==> src/rtl/btn_debounce_onehot_pkg.sv <==
// Shared types and defaults for the push-button debounce/one-hot encoder.
// Latency: n/a (types, constants and a combinational helper only).
// Backpressure: n/a.
//
// Contents: FSM state enum, default button count and debounce length, and
// onehot_msb(), which keeps only the highest set bit of a vector.
package btn_pkg;

    typedef enum logic {
        IDLE = 1'b0,
        HELD = 1'b1
    } btn_state_t;

    localparam int N_BTN_DEFAULT    = 4;
    localparam int DEBOUNCE_DEFAULT = 500000;

    // Fixed working width so one function serves any button count up to 32.
    // Callers zero-extend their vector in and truncate the result back.
    localparam int ONEHOT_W = 32;

    // Highest set bit wins, so simultaneous presses favour the top button.
    function automatic logic [ONEHOT_W-1:0] onehot_msb(input logic [ONEHOT_W-1:0] v);
        logic [ONEHOT_W-1:0] r;
        r = '0;
        for (int i = 0; i < ONEHOT_W; i++) begin
            if (v[i]) begin
                r    = '0;
                r[i] = 1'b1;
            end
        end
        return r;
    endfunction

endpackage

==> src/rtl/btn_debounce_onehot_if.sv <==
// Signal bundle between the button pads and the button capture register.
// Latency: n/a (wiring only).
// Backpressure: none; we is a single-cycle strobe with no ready return.
//
// Ports: btn_raw (raw pads in), botones (one-hot code), we (event strobe),
// btn_stable (debounced levels). master = the debouncer, slave = its user.
interface btn_debounce_onehot_if
    import btn_pkg::*;
#(
    parameter int N_BTN = N_BTN_DEFAULT
);
    logic [N_BTN-1:0] btn_raw;
    logic [N_BTN-1:0] botones;
    logic             we;
    logic [N_BTN-1:0] btn_stable;

    modport master (
        input  btn_raw,
        output botones,
        output we,
        output btn_stable
    );

    modport slave (
        output btn_raw,
        input  botones,
        input  we,
        input  btn_stable
    );
endinterface

==> src/rtl/btn_debounce_onehot_debounce_bit.sv <==
// One button: 2-flop synchronizer, consecutive-mismatch counter, stable flop.
// Latency: o_stable follows a clean i_raw change DEBOUNCE_CYCLES+1 edges after first sample.
// Backpressure: none; free-running per-bit filter.
//
// Ports: clk, reset_n (async active-low), i_raw (asynchronous pad),
// o_stable (debounced level).
module btn_debounce_bit
    import btn_pkg::*;
#(
    parameter  int DEBOUNCE_CYCLES = DEBOUNCE_DEFAULT,
    localparam int CNT_W           = $clog2(DEBOUNCE_CYCLES)
) (
    input  logic clk,
    input  logic reset_n,
    input  logic i_raw,
    output logic o_stable
);

    localparam logic [CNT_W-1:0] CNT_MAX = CNT_W'(DEBOUNCE_CYCLES - 1);

    logic             r_sync1;
    logic             r_sync2;
    logic [CNT_W-1:0] r_cnt;
    logic             r_stable;

    always_ff @(posedge clk or negedge reset_n) begin
        if (!reset_n) begin
            r_sync1  <= 1'b0;
            r_sync2  <= 1'b0;
            r_cnt    <= '0;
            r_stable <= 1'b0;
        end else begin
            r_sync1 <= i_raw;
            r_sync2 <= r_sync1;
            // Any cycle agreeing with the stable level restarts the count,
            // so only an unbroken run of DEBOUNCE_CYCLES mismatches is accepted.
            if (r_sync2 == r_stable) begin
                r_cnt <= '0;
            end else if (r_cnt == CNT_MAX) begin
                r_stable <= r_sync2;
                r_cnt    <= '0;
            end else begin
                r_cnt <= r_cnt + CNT_W'(1);
            end
        end
    end

    assign o_stable = r_stable;

endmodule

==> src/rtl/btn_debounce_onehot.sv <==
// Debounces N_BTN raw buttons and turns each press gesture into one we strobe + one-hot code.
// Latency: clean press sampled at edge k -> btn_stable after k+1+DEBOUNCE_CYCLES, we after k+2+DEBOUNCE_CYCLES.
// Backpressure: none; we is a one-cycle strobe, botones holds until the next event.
//
// Ports: clk, reset_n (async active-low), bus (master modport: btn_raw in;
// botones, we, btn_stable out).
// Optional build macro BTN_AUTOREPEAT_EN: re-pulses we every REPEAT_CYCLES
// while the selected button stays held.
module btn_debounce_onehot
    import btn_pkg::*;
#(
    parameter int N_BTN           = N_BTN_DEFAULT,
    parameter int DEBOUNCE_CYCLES = DEBOUNCE_DEFAULT
`ifdef BTN_AUTOREPEAT_EN
    ,
    parameter int REPEAT_CYCLES   = 25000000
`endif
) (
    input  logic                  clk,
    input  logic                  reset_n,
    btn_debounce_onehot_if.master bus
);

    logic [N_BTN-1:0] w_stable;
    logic [N_BTN-1:0] r_stable_q;
    logic [N_BTN-1:0] w_rise;
    logic [N_BTN-1:0] w_pick;

    btn_state_t       r_state;
    btn_state_t       w_state_nxt;
    logic [N_BTN-1:0] r_botones;
    logic [N_BTN-1:0] w_botones_nxt;
    logic             r_we;
    logic             w_we_nxt;

`ifdef BTN_AUTOREPEAT_EN
    localparam int               RPT_W   = (REPEAT_CYCLES > 2) ? $clog2(REPEAT_CYCLES) : 1;
    localparam logic [RPT_W-1:0] RPT_MAX = RPT_W'(REPEAT_CYCLES - 1);

    logic [RPT_W-1:0] r_rpt_cnt;
    logic [RPT_W-1:0] w_rpt_nxt;
`endif

    genvar g;
    generate
        for (g = 0; g < N_BTN; g++) begin : g_bit
            btn_debounce_bit #(
                .DEBOUNCE_CYCLES (DEBOUNCE_CYCLES)
            ) u_bit (
                .clk      (clk),
                .reset_n  (reset_n),
                .i_raw    (bus.btn_raw[g]),
                .o_stable (w_stable[g])
            );
        end
    endgenerate

    always_ff @(posedge clk or negedge reset_n) begin
        if (!reset_n) begin
            r_stable_q <= '0;
        end else begin
            r_stable_q <= w_stable;
        end
    end

    // Rising edges of the debounced levels only; releases never create events.
    assign w_rise = w_stable & ~r_stable_q;
    assign w_pick = N_BTN'(onehot_msb(ONEHOT_W'(w_rise)));

    always_ff @(posedge clk or negedge reset_n) begin
        if (!reset_n) begin
            r_state   <= IDLE;
            r_botones <= '0;
            r_we      <= 1'b0;
`ifdef BTN_AUTOREPEAT_EN
            r_rpt_cnt <= '0;
`endif
        end else begin
            r_state   <= w_state_nxt;
            r_botones <= w_botones_nxt;
            r_we      <= w_we_nxt;
`ifdef BTN_AUTOREPEAT_EN
            r_rpt_cnt <= w_rpt_nxt;
`endif
        end
    end

    always_comb begin
        w_state_nxt   = r_state;
        w_botones_nxt = r_botones;
        w_we_nxt      = 1'b0;
`ifdef BTN_AUTOREPEAT_EN
        w_rpt_nxt     = '0;
`endif
        case (r_state)
            IDLE: begin
                if (|w_rise) begin
                    w_botones_nxt = w_pick;
                    w_we_nxt      = 1'b1;
                    w_state_nxt   = HELD;
                end
            end
            HELD: begin
                // Stay here (swallowing any further rises) until every
                // button is released, so one gesture yields one event.
                if (w_stable == '0) begin
                    w_state_nxt = IDLE;
                end
`ifdef BTN_AUTOREPEAT_EN
                else if (|(w_stable & r_botones)) begin
                    if (r_rpt_cnt == RPT_MAX) begin
                        w_we_nxt  = 1'b1;
                        w_rpt_nxt = '0;
                    end else begin
                        w_rpt_nxt = r_rpt_cnt + RPT_W'(1);
                    end
                end
`endif
            end
            default: begin
                w_state_nxt = IDLE;
            end
        endcase
    end

    assign bus.botones    = r_botones;
    assign bus.we         = r_we;
    assign bus.btn_stable = w_stable;

endmodule

==> src/flat_wrapper.sv <==
// flat-port wrapper written by rule: the top's interface ports become plain ports
module btn_debounce_onehot_flat import btn_pkg::*;
#(
    parameter int N_BTN           = N_BTN_DEFAULT,
    parameter int DEBOUNCE_CYCLES = DEBOUNCE_DEFAULT

)
  (clk, reset_n, bus_btn_raw, bus_botones, bus_we, bus_btn_stable);
  btn_debounce_onehot_if #(.N_BTN(N_BTN)) bus_i ();
  input  logic clk;
  input  logic reset_n;
  input wire logic [$bits(bus_i.btn_raw)-1:0] bus_btn_raw;
  output wire logic [$bits(bus_i.botones)-1:0] bus_botones;
  output wire logic [$bits(bus_i.we)-1:0] bus_we;
  output wire logic [$bits(bus_i.btn_stable)-1:0] bus_btn_stable;
  assign bus_i.btn_raw = bus_btn_raw;
  assign bus_botones = bus_i.botones;
  assign bus_we = bus_i.we;
  assign bus_btn_stable = bus_i.btn_stable;
  btn_debounce_onehot #(.N_BTN(N_BTN), .DEBOUNCE_CYCLES(DEBOUNCE_CYCLES)) u_core (.clk(clk), .reset_n(reset_n), .bus(bus_i));
endmodule
==> config.mk <==
export PLATFORM = sky130hd
export DESIGN_NAME = btn_debounce_onehot_flat
export DESIGN_NICKNAME = d
export VERILOG_FILES = /design/src/rtl/btn_debounce_onehot_pkg.sv /design/src/rtl/btn_debounce_onehot_if.sv /design/src/rtl/btn_debounce_onehot_debounce_bit.sv /design/src/rtl/btn_debounce_onehot.sv /design/src/flat_wrapper.sv
export SDC_FILE = /design/constraint.sdc
export NUM_CORES = 1
export LEC_CHECK = 0
export ABC_AREA = 1
export BUFFER_PORTS_ARGS = -buffer_cell sky130_fd_sc_hd__buf_4
export CORE_MARGIN = 2
export CORE_UTILIZATION = 44
export DETAILED_ROUTE_END_ITERATION = 8
export SETUP_SLACK_MARGIN = 0.15
export SLEW_MARGIN = 20
export SYNTH_ARGS = -nofsm -noshare
export SYNTH_HDL_FRONTEND = slang
export SYNTH_SLANG_ARGS = --single-unit
export TNS_END_PERCENT = 20
==> constraint.sdc <==
create_clock -name clk -period 1.51 [get_ports clk]
set_input_delay 0.302 -clock clk [delete_from_list [all_inputs] [get_ports clk]]
set_output_delay 0.302 -clock clk [all_outputs]
set_load 0.05 [all_outputs]
# Word level (Yosys, flattened, before mapping)
# Cells that the tools add are included.
# word_totals
mem_bits_rw,0
register_bits,98
wordCells,62
in_bits,6
out_inout_bits,9
mem_bits_ro,0
n_memories,0
latchBits,0
# classes
mul,0
eq_ne,8
bitwise,7
addsub,4
div,0
reduce_logical,7
shifts,0
mux,16
n_lt_le_gt_ge,0
# op_table
operator,count
$mux 19,8
$add 19x1->19 const B,4
$eq 19x19->1 const B,4
$reduce_and 2->1,5
$not 1->1,5
$and 4x4->4,1
$eq 1x1->1,4
$logic_not 4->1,1
$mux 1,4
$mux 4,1
$not 4->4,1
$reduce_or 4->1,1
$mux 3,1
$mux 2,1
$pmux 1 s2,1

# Depth between registers and ports, before layout
# Gate-level depths: netlist (run 1).
# depth
ltp_word,6
ltp_mapped,9
mapped_depth_nobuf,9

# Modules after synthesis
# From an unflattened synthesis (run 1), not the netlist that was laid out.
# unflattened
hier_cells,632
area_unflattened_um2,5178.7
# modules_own_cells
module,seq_area_each_um2,n_inst,cells_per_inst,area_per_inst_um2
btn_debounce_bit,550.5,4,147,1191.1
btn_debounce_onehot,250.2,1,44,414.1

# Worst setup path after synthesis (run 1)
# OpenSTA, ideal clock, no wires.
# synth_path
path_type,register to register
from,reg u_core.g_bit[1].u_bit.r_cnt[0]
to,reg u_core.g_bit[1].u_bit.r_cnt[17]
arrival_time_ps,1228
required_ps,1439
setup_time_ps,71
period_less_slack_ps,1299
stages_incl_launch_ff,9
n_path_buf,0
setup_slack_ps,211
cell_sequence,dfrtp_1 ha_1 nand2_1 inv_1 nand2_1 nor2_2 a21oi_2 inv_2 nor2_1
# synth_between
elab_chain_len,3
elab_cells_between_ends,4
cone_classes,add/sub (1); eq/ne (1); mux (2)
# synth_lines
element,line_no,source
"start, declared",btn_debounce_onehot_debounce_bit.sv:23,logic [CNT_W-1:0] r_cnt;
"start signal, assigned",btn_debounce_onehot_debounce_bit.sv:43,r_cnt <= r_cnt + CNT_W'(1);
$add 19x1->19 or $eq 19x19->1 (tied branches),"btn_debounce_onehot_debounce_bit.sv:43, btn_debounce_onehot_debounce_bit.sv:39",
$mux 19 (*),btn_debounce_onehot_debounce_bit.sv:39,end else if (r_cnt == CNT_MAX) begin
$mux 19 (*),btn_debounce_onehot_debounce_bit.sv:37,if (r_sync2 == r_stable) begin
# Every way passes the cells marked *; elsewhere a longest branch is shown, timed or not.
# A chain may end at the register's enable or synchronous reset.

# Worst setup path in the final report (run 1)
# layout_path
from,reg u_core.g_bit[0].u_bit.r_cnt[0]
to,reg u_core.g_bit[0].u_bit.r_cnt[8]
# layout_between
elab_chain_len,3
elab_cells_between_ends,4
cone_classes,add/sub (1); eq/ne (1); mux (2)
# layout_lines
element,line_no
"start, declared",btn_debounce_onehot_debounce_bit.sv:23
"start signal, assigned",btn_debounce_onehot_debounce_bit.sv:43
$add 19x1->19 or $eq 19x19->1 (tied branches),"btn_debounce_onehot_debounce_bit.sv:43, btn_debounce_onehot_debounce_bit.sv:39"
$mux 19 (*),btn_debounce_onehot_debounce_bit.sv:39
$mux 19 (*),btn_debounce_onehot_debounce_bit.sv:37
# Marks and branches as above.

==> flow_summary.toml, run 1 <==
[outcome]
outcome = "completed"

[setup_path]
end_kind = "register"
cp.depth = 6
crit_path_start_kind = "register"
path_cells = "ha_2, nand2_2, nor2_4, nand3_2, nand2_1, nor2_1"
cpMaxStageDelayCell = "dfrtp_1"
r2r_end = "u_core.g_bit[0].u_bit.r_cnt[8]"
crit_end = "u_core.g_bit[0].u_bit.r_cnt[8]"
regToRegSetupSlack_ns = 0.11
crit_arrival_ns = 1.63
slowest_delay_ns = 0.37
crit_path_max_fanout = 6
r2r_cells = 6
worst-path-buf-inv = 0
crit_required_ns = 1.74
critPathKind = "reg2reg"
cp-startpoint = "u_core.g_bit[0].u_bit.r_cnt[0]"
timing.rr.start = "u_core.g_bit[0].u_bit.r_cnt[0]"
cp_top_family = "simple AND/OR/NAND/NOR gates"

[global_routing]
grt_usage = 0.182
antenna_found_initial = 0
grt_pass1_vias = 4122
grt-ovfl-total = 0
grt_max_degree = 53
grt_pass1_wl_um = 18700

[cells_and_area]
fin_util = 0.540
antenna_cells = 0
nets = 735
final_area_mm2 = 0.00625
area_growth_pct = 18.8
final_cells = 873
drive_gt1_frac = 0.189

[power]
power.density_mw_per_mm2 = 892
p_leak_nw = 2.83
total_power_mw = 5.57
ir_worst_vdd_uv = 562

[timing]
fmax_mhz = 714
fin_skew_ns = 0.00403
slew_violations = 0
rsz0062_at_grt = "yes"
fin_crit_ns = 1.40
max_slew_margin = 0.741
worst_slew_pin_slew_ns = 0.388
finalSetupViolCount = 0
finalCritPeriodShare = 0.927
setup_tns_ns = 0
hold_violations = 0

[floorplanning]
die_y_um = 113
core_area_mm2 = 0.0116
die_w_um = 113
ios = 15
start_util = 0.455
fp-row-count = 39
fp.dieArea_mm2 = 0.0128

[route]
drc = 0
drt-total-wl_um = 10800
firstDrtPassIters = 4
drtIter0Drc = 264
routed-via-count = 4234
wire_per_inst_um = 12.4
ant_nets = 0
viasPerCell = 4.85

[clocking]
clock_path_buffers = 2
clock_latency_ns = 0.35
cts_htree_levels = 3
cts_tree = "built"
cts_root_buf = "clkbuf_16"
cts_buffers = 9
cts.sink_count = 98
clk_pin_slew_worst_paths_ns = 0.06

[yosys]
ys_ff_latch = 98
async_flop_share = 1.00
synth_common_cells = "nor2_1 (167), nand2_1 (150), dfrtp_1 (98)"
syn_area_mm2 = 0.00526
synth-seq-area-share = 0.466
synth_edf_count = 0
synth_top_area_frac = 0.466
yosysMostFrequentCell = "nor2_1"
synth_area_per_cell_um2 = 7.65
syn_nets = 697
synth_ff_type = "dfrtp_1"
syn_inst = 687
yosysTopAreaCell = "dfrtp_1"
yosys_warnings = 0
synth_area_leaders = "dfrtp_1 (47%), nor2_1 (12%), nand2_1 (11%)"
netlist-cell-type-count = 35

[place]
postPlaceCellArea_mm2 = 0.00561
dp_hpwl_um = 7770
port-buffer-count = 14
gp_congestion = 0.888
dp.cells = 848

[min_path]
hold_class = "in2reg"

[job]
drv_cap = 0
==> where the power goes <==
group,internal [mW],switching (mW)
Combinational,0.0759,0.131
Sequential,2.66,0.0312
Clock,1.70,0.972
==> metrics by stage <==
| stage | hold slack, ns | setup slack [ns] |
|---|---|---|
| after global placement | 0.311 | 0.112 |
| after detailed placement | 0.312 | 0.0737 |
| after global routing | 0.0431 | -0.000310 |
| final | 0.0572 | 0.110 |
| after floorplan | 0.00641 | 0.211 |
| after CTS | 0.0473 | 0.114 |
==> metal layers <==
layer  track usage  wire [µm]  vias up
met5             0          0        -
met4        0.0642        163        0
met3        0.0386        378       11
met2         0.287       5030       54
met1         0.249       5240     1972
li1              -          -     2197
==> logic make-up (layout without fill, tap and decap cells) <==
kind of cell / Yosys count / count (layout) / share of synthesized area
compound gates: 31 / 31 / 0.0345
fa+ha+maj: 4 / 4 / 0.00952
flops: 98 / 98 / 0.466
xor+xnor: 39 / 39 / 0.0664
buf+inv: 88 / 131 / 0.0669
simple gates: 427 / 427 / 0.356
==> placed cells by master, fill, tap and decap left out, types with 7 or more instances in the layout <==
master / Yosys / routed
inv_1: 70 / 69
xor2_1: 28 / 27
dfrtp_2: 0 / 7
inv_2: 9 / 10
xnor2_1: 10 / 10
nor2_4: 7 / 14
nor2_2: 15 / 17
a21oi_1: 11 / 11
nand4_1: 8 / 8
nand3_1: 54 / 49
nand2_1: 150 / 139
nand2_2: 9 / 14
clkbuf_16: 0 / 9
o21ai_1: 8 / 8
buf_4: 4 / 30
nand2_4: 1 / 7
nor2_1: 167 / 158
dfrtp_1: 98 / 91
==> worst register-to-register path, delay by kind of cell (launching register included) <==
family                     cells  cell delay (ns)
adders and majority gates      1             0.20
DFF                            1             0.37
and+or+nand+nor                5             0.70
==> layout make-up <==
type                    count  area, µm²
flip-flops and latches     98       2460
fillers                  1089       5320
inverters                  79        297
repair buffers             36        309
clock inverters             5        100
multi-input cells         501       2650
well taps                 143        179
clock buffers              11        253
==> flip-flops by register name, summed over array words and instances, names as in the netlist <==
register / flops
u_core.g_bit.u_bit.r_cnt: 76
u_core.g_bit.u_bit.r_sync2: 4
u_core.g_bit.u_bit.r_sync1: 4
u_core.bus.botones: 4
u_core.g_bit.u_bit.o_stable: 4
u_core.bus.we: 1
u_core.r_state: 1
u_core.r_stable_q: 4
==> how the worst min path moves through the flow <==
stage                   start                         endpoint  slack (ns)  depth (start not counted)
2_1_floorplan         reset_n            u_core.bus.botones[0]       0.006                          0
3_3_place_gp          reset_n  u_core.g_bit[1].u_bit.r_cnt[14]        0.31                          2
3_5_place_dp          reset_n  u_core.g_bit[1].u_bit.r_cnt[14]        0.31                          2
4_1_cts        bus_btn_raw[1]    u_core.g_bit[1].u_bit.r_sync1        0.05                          1
5_1_grt        bus_btn_raw[0]    u_core.g_bit[0].u_bit.r_sync1        0.04                          1
6_report       bus_btn_raw[2]    u_core.g_bit[2].u_bit.r_sync1        0.06                          1
==> repair_timing <==
action	CTS	global route
setup buffers	1	7
resized for setup	10	49
hold endpoints to repair	98	0
setup endpoints to repair	33	66
pin swaps	1	6
hold buffers	1	0
Note: power is estimated with default switching activity, not from simulation.
==> inputs of run 2 (changes only) <==
==> constraint.sdc (replaced) <==
create_clock -name clk -period 1.51 [get_ports clk]
set_input_delay 0.302 -clock clk [delete_from_list [all_inputs] [get_ports clk]]
set_output_delay 0.302 -clock clk [all_outputs]
set_load 0.01 [all_outputs]
==> flow_summary.toml, run 2 (synthesis gave the netlist of run 1 again) <==
[global_routing]
grt_pass1_vias = 4109
grt-ovfl-total = 0
grt_busiest_layer = "met2"
grt_pass1_wl_um = 18700
use_met1 = 0.249
grt_usage = 0.182
grt_max_degree = 53
antenna_found_initial = 0
met2_usage = 0.286
grtUsageMet3 = 0.0386

[clocking]
cts.sink_count = 98
cts_buffers = 9
cts_root_buf = "clkbuf_16"
clk_pin_slew_worst_paths_ns = 0.06
cts_tree = "built"
clock_latency_ns = 0.35
clock_path_buffers = 2
cts_htree_levels = 3

[place]
dp.cells = 848
port-buffer-count = 14
gp_congestion = 0.888
dp_hpwl_um = 7770

[floorplanning]
fp-row-count = 39
ios = 15
die_y_um = 113
start_util = 0.455
die_w_um = 113
core_area_mm2 = 0.0116
fp.dieArea_mm2 = 0.0128

[cells_and_area]
drive_gt1_frac = 0.186
n_fill_cell = 1091
area_growth_pct = 18.1
nets = 732
layout_common_cells = "nor2_1 (157), nand2_1 (140), dfrtp_1 (90)"
final_common_cell = "nor2_1"
final_cells = 870
largest_reg_flops = 76
top_register = "u_core.g_bit.u_bit.r_cnt"
antenna_cells = 0

[setup_path]
crit_required_ns = 1.74
crit_top_cell = "nand2_1"
path_cells = "ha_1, nand2_2, nor2_4, nand2_1, nor3_1, nand2_1, nand2_1, nor2_1"
cpMaxStageDelayCell = "dfrtp_1"
crit_path_start_kind = "register"
end_kind = "register"
worst-path-buf-inv = 0
cp_top_family = "simple AND/OR/NAND/NOR gates"
slowest_delay_ns = 0.37
critPathKind = "reg2reg"
crit_path_max_fanout = 3
crit_arrival_ns = 1.62

[timing]
worst_slew_pin_slew_ns = 0.387
finalSetupViolCount = 0
hold_violations = 0
fin_skew_ns = 0.00707
slew_violations = 0
setup_tns_ns = 0
fmax_mhz = 717
rsz0062_at_grt = "yes"
max_slew_margin = 0.741
fin_crit_ns = 1.39
finalCritPeriodShare = 0.923

[power]
ir_worst_vdd_uv = 564
power.density_mw_per_mm2 = 898
p_leak_nw = 2.80

[route]
wire_per_inst_um = 12.5
drc = 0
drt-total-wl_um = 10900
viasPerCell = 4.86
drtIter0Drc = 272
ant_nets = 0
routed-via-count = 4227
firstDrtPassIters = 4

[outcome]
outcome = "completed"

[min_path]
hold_class = "in2reg"

[job]
drv_cap = 0
## run 2: cell types whose count changed in the layout (fill, tap and decap cells not counted)
cell / delta
ha_1: +1
buf_6: -2
dfrtp_1: -1
dfrtp_2: +1
nor2_2: +1
buf_4: -1
nand2_1: +1
ha_2: -1
nand2_4: -1
nor2_1: -1
## run 2: path summary, 6_finish.rpt
kind	startpoint	endpoint	slack, ns	cells after the start
setup / recovery	u_core.g_bit[0].u_bit.r_cnt[0]	u_core.g_bit[0].u_bit.r_cnt[14]	0.12	8
hold / removal	bus_btn_raw[2]	u_core.g_bit[2].u_bit.r_sync1	0.06	1
setup reg to reg	u_core.g_bit[0].u_bit.r_cnt[0]	u_core.g_bit[0].u_bit.r_cnt[14]	0.12	8
hold reg to reg	u_core.g_bit[0].u_bit.r_sync1	u_core.g_bit[0].u_bit.r_sync2	0.35	0
max in group asynchronous	reset_n	u_core.g_bit[3].u_bit.r_cnt[10]	0.75	3
min in group asynchronous	reset_n	u_core.g_bit[1].u_bit.r_cnt[14]	0.48	3
## run 2: metrics by stage
| stage | setup slack, ns | utilization | hold slack, ns | instance area (µm²) | total power [mW] |
|---|---|---|---|---|---|
| 6_report | 0.116 | 0.537 | 0.0587 | 6210 | 5.58 |
| 5_1_grt | 0.00913 | 0.537 | 0.0431 | 6210 | 5.80 |
| 4_1_cts | 0.111 | 0.518 | 0.0473 | 6000 | 5.61 |
| 3_5_place_dp | 0.0737 | 0.485 | 0.312 | 5610 | 2.92 |
| 3_3_place_gp | 0.112 | 0.485 | 0.311 | 5610 | 2.92 |
| 2_1_floorplan | 0.211 | - | 0.00641 | 5260 | 2.81 |
## run 2: worst reg2reg max path: cells and delay by family, from the launching register on
kind                       cells  cell delay (ns)
and+or+nand+nor                7             0.72
DFF                            1             0.37
adders and majority gates      1             0.19
## run 2: cell type report
| cell class | instances | area, µm² | area share |
|---|---|---|---|
| clock buffers | 11 | 253 | 0.0407 |
| clock inverters | 5 | 100 | 0.0161 |
| inverters | 79 | 297 | 0.0477 |
| multi-input cells | 501 | 2640 | 0.425 |
| flip-flops and latches | 98 | 2460 | 0.396 |
| well taps | 143 | 179 | 0.0288 |
| repair buffers | 33 | 279 | 0.0449 |
## run 2: repair_timing
item,in CTS,in global routing
setup buffers,0,5
pin swaps,1,7
resized for setup,9,47
hold endpoints to repair,98,0
hold buffers,1,0
endpoints found under the setup margin,30,62
## run 2: metal layers
metal	wire length (µm)	vias up
met4	195	0
met2	5010	57
met1	5290	1960
met5	0	-
li1	-	2194
met3	360	16
## run 2: where the power goes
group          internal [mW]  leakage, nW  total, mW  switching [mW]
registers               2.66         1.33       2.69          0.0317
logic                 0.0732         1.29      0.204           0.131
clock network           1.70        0.176       2.68           0.978
total                   4.44         2.80       5.58            1.14
==> inputs of run 3 (changes only) <==
- RECOVER_POWER: not set -> 100
==> flow_summary.toml, run 3 (synthesis gave the netlist of run 1 again) <==
[timing]
fin_skew_ns = 0.00511
max_slew_margin = 0.519
hold_violations = 0
setup_tns_ns = 0
slew_violations = 0
worst_slew_pin_slew_ns = 0.721
fmax_mhz = 710
finalCritPeriodShare = 0.933
finalSetupViolCount = 0
fin_crit_ns = 1.41
rsz0062_at_grt = "yes"

[job]
drv_cap = 0

[power]
p_leak_nw = 2.75
ir_worst_vdd_uv = 563
power.density_mw_per_mm2 = 908

[setup_path]
end_kind = "register"
cp-startpoint = "u_core.g_bit[0].u_bit.r_cnt[0]"
timing.rr.start = "u_core.g_bit[0].u_bit.r_cnt[0]"
crit_required_ns = 1.73
crit_path_start_kind = "register"
crit_arrival_ns = 1.63
regToRegSetupSlack_ns = 0.10
critPathKind = "reg2reg"
r2r_end = "u_core.g_bit[0].u_bit.r_cnt[14]"
crit_path_max_fanout = 3
r2r_cells = 8

[floorplanning]
core_area_mm2 = 0.0116
fp.dieArea_mm2 = 0.0128
ios = 15
start_util = 0.455
die_y_um = 113
die_w_um = 113
fp-row-count = 39

[min_path]
min_delay_path_depth = 1
hold_end = "u_core.g_bit[2].u_bit.r_sync1"
hold_class = "in2reg"
worstHoldStart = "bus_btn_raw[2]"

[place]
dp_hpwl_um = 7770
port-buffer-count = 14
gp_congestion = 0.888

[cells_and_area]
top_register = "u_core.g_bit.u_bit.r_cnt"
area_growth_pct = 16.4
largest_reg_flops = 76
n_fill_cell = 1105
layout_common_cells = "nor2_1 (158), nand2_1 (142), dfrtp_1 (91)"
nets = 732
final_common_cell = "nor2_1"
fin_util = 0.529
antenna_cells = 0
drive_gt1_frac = 0.161

[global_routing]
grt_usage = 0.182
grt-ovfl-total = 0
grt_pass1_vias = 4109
grt_max_degree = 53
antenna_found_initial = 0
grt_pass1_wl_um = 18700

[outcome]
outcome = "completed"

[clocking]
cts_tree = "built"
clock_latency_ns = 0.35
cts_htree_levels = 3
cts_root_buf = "clkbuf_16"
cts_buffers = 9
clk_pin_slew_worst_paths_ns = 0.06
clock_path_buffers = 2
cts.sink_count = 98

[route]
ant_nets = 0
firstDrtPassIters = 4
drt-total-wl_um = 10900
drc = 0
viasPerCell = 4.85
routed-via-count = 4220
drtIter0Drc = 295
wire_per_inst_um = 12.5
-- run 3: per-stage QoR --
stage | area [µm²] | power (mW) | setup slack, ns | hold WS [ns] | std cells
floorplan | 5260 | 2.81 | 0.211 | 0.00641 | 687
global placement | 5610 | 2.92 | 0.112 | 0.311 | 848
detailed placement | 5610 | 2.92 | 0.0737 | 0.312 | 848
CTS | 6000 | 5.61 | 0.111 | 0.0473 | 865
global route | 6120 | 5.78 | 0.00913 | 0.0649 | 870
finish | 6120 | 5.56 | 0.102 | 0.0787 | 870
-- run 3: critical path, cell delays in order, from the launching register on --
cell and delay, ns:
dfrtp_1 0.37, ha_1 0.19, nand2_2 0.11, nor2_4 0.13, nand2_1 0.13, nor3_1 0.15, nand2_1 0.06, nand2_1 0.09
nor2_1 0.06
-- run 3: power by group --
part | total [mW] | internal (mW) | switching [mW]
combinational | 0.191 | 0.0618 | 0.129
sequential | 2.69 | 2.66 | 0.0312
clock | 2.67 | 1.70 | 0.971
-- run 3: layer usage --
metal / wire length [µm] / global-route usage
met2: 5010 / 0.286
met1: 5320 / 0.249
met5: 0 / 0
met3: 349 / 0.0386
met4: 180 / 0.0642
-- run 3: worst max-delay path by stage --
stage                                            to  depth (start not counted)
floorplan           u_core.g_bit[1].u_bit.r_cnt[17]                          8
global placement    u_core.g_bit[1].u_bit.r_cnt[17]                          8
detailed placement   u_core.g_bit[1].u_bit.r_cnt[3]                          8
CTS                               bus_btn_stable[2]                          2
global route        u_core.g_bit[2].u_bit.r_cnt[14]                          8
finish              u_core.g_bit[0].u_bit.r_cnt[14]                          8
-- run 3: timing repair --
| action | in CTS | in global routing |
|---|---|---|
| pin swaps | 1 | 7 |
| endpoints found under the hold margin | 98 | 0 |
| setup buffers | 0 | 5 |
| gates resized for setup | 9 | 47 |
| endpoints found under the setup margin | 30 | 62 |
| hold buffers | 1 | 0 |
-- run 3: final cells by class --
class,count,area [µm²],share of cell area
Sequential cell,98,2460,0.402
Inverter,79,297,0.0484
Tap cell,143,179,0.0292
Multi-Input combinational cell,501,2610,0.427
Clock buffer,11,253,0.0413
Clock inverter,5,100,0.0164
Timing Repair Buffer,33,218,0.0356
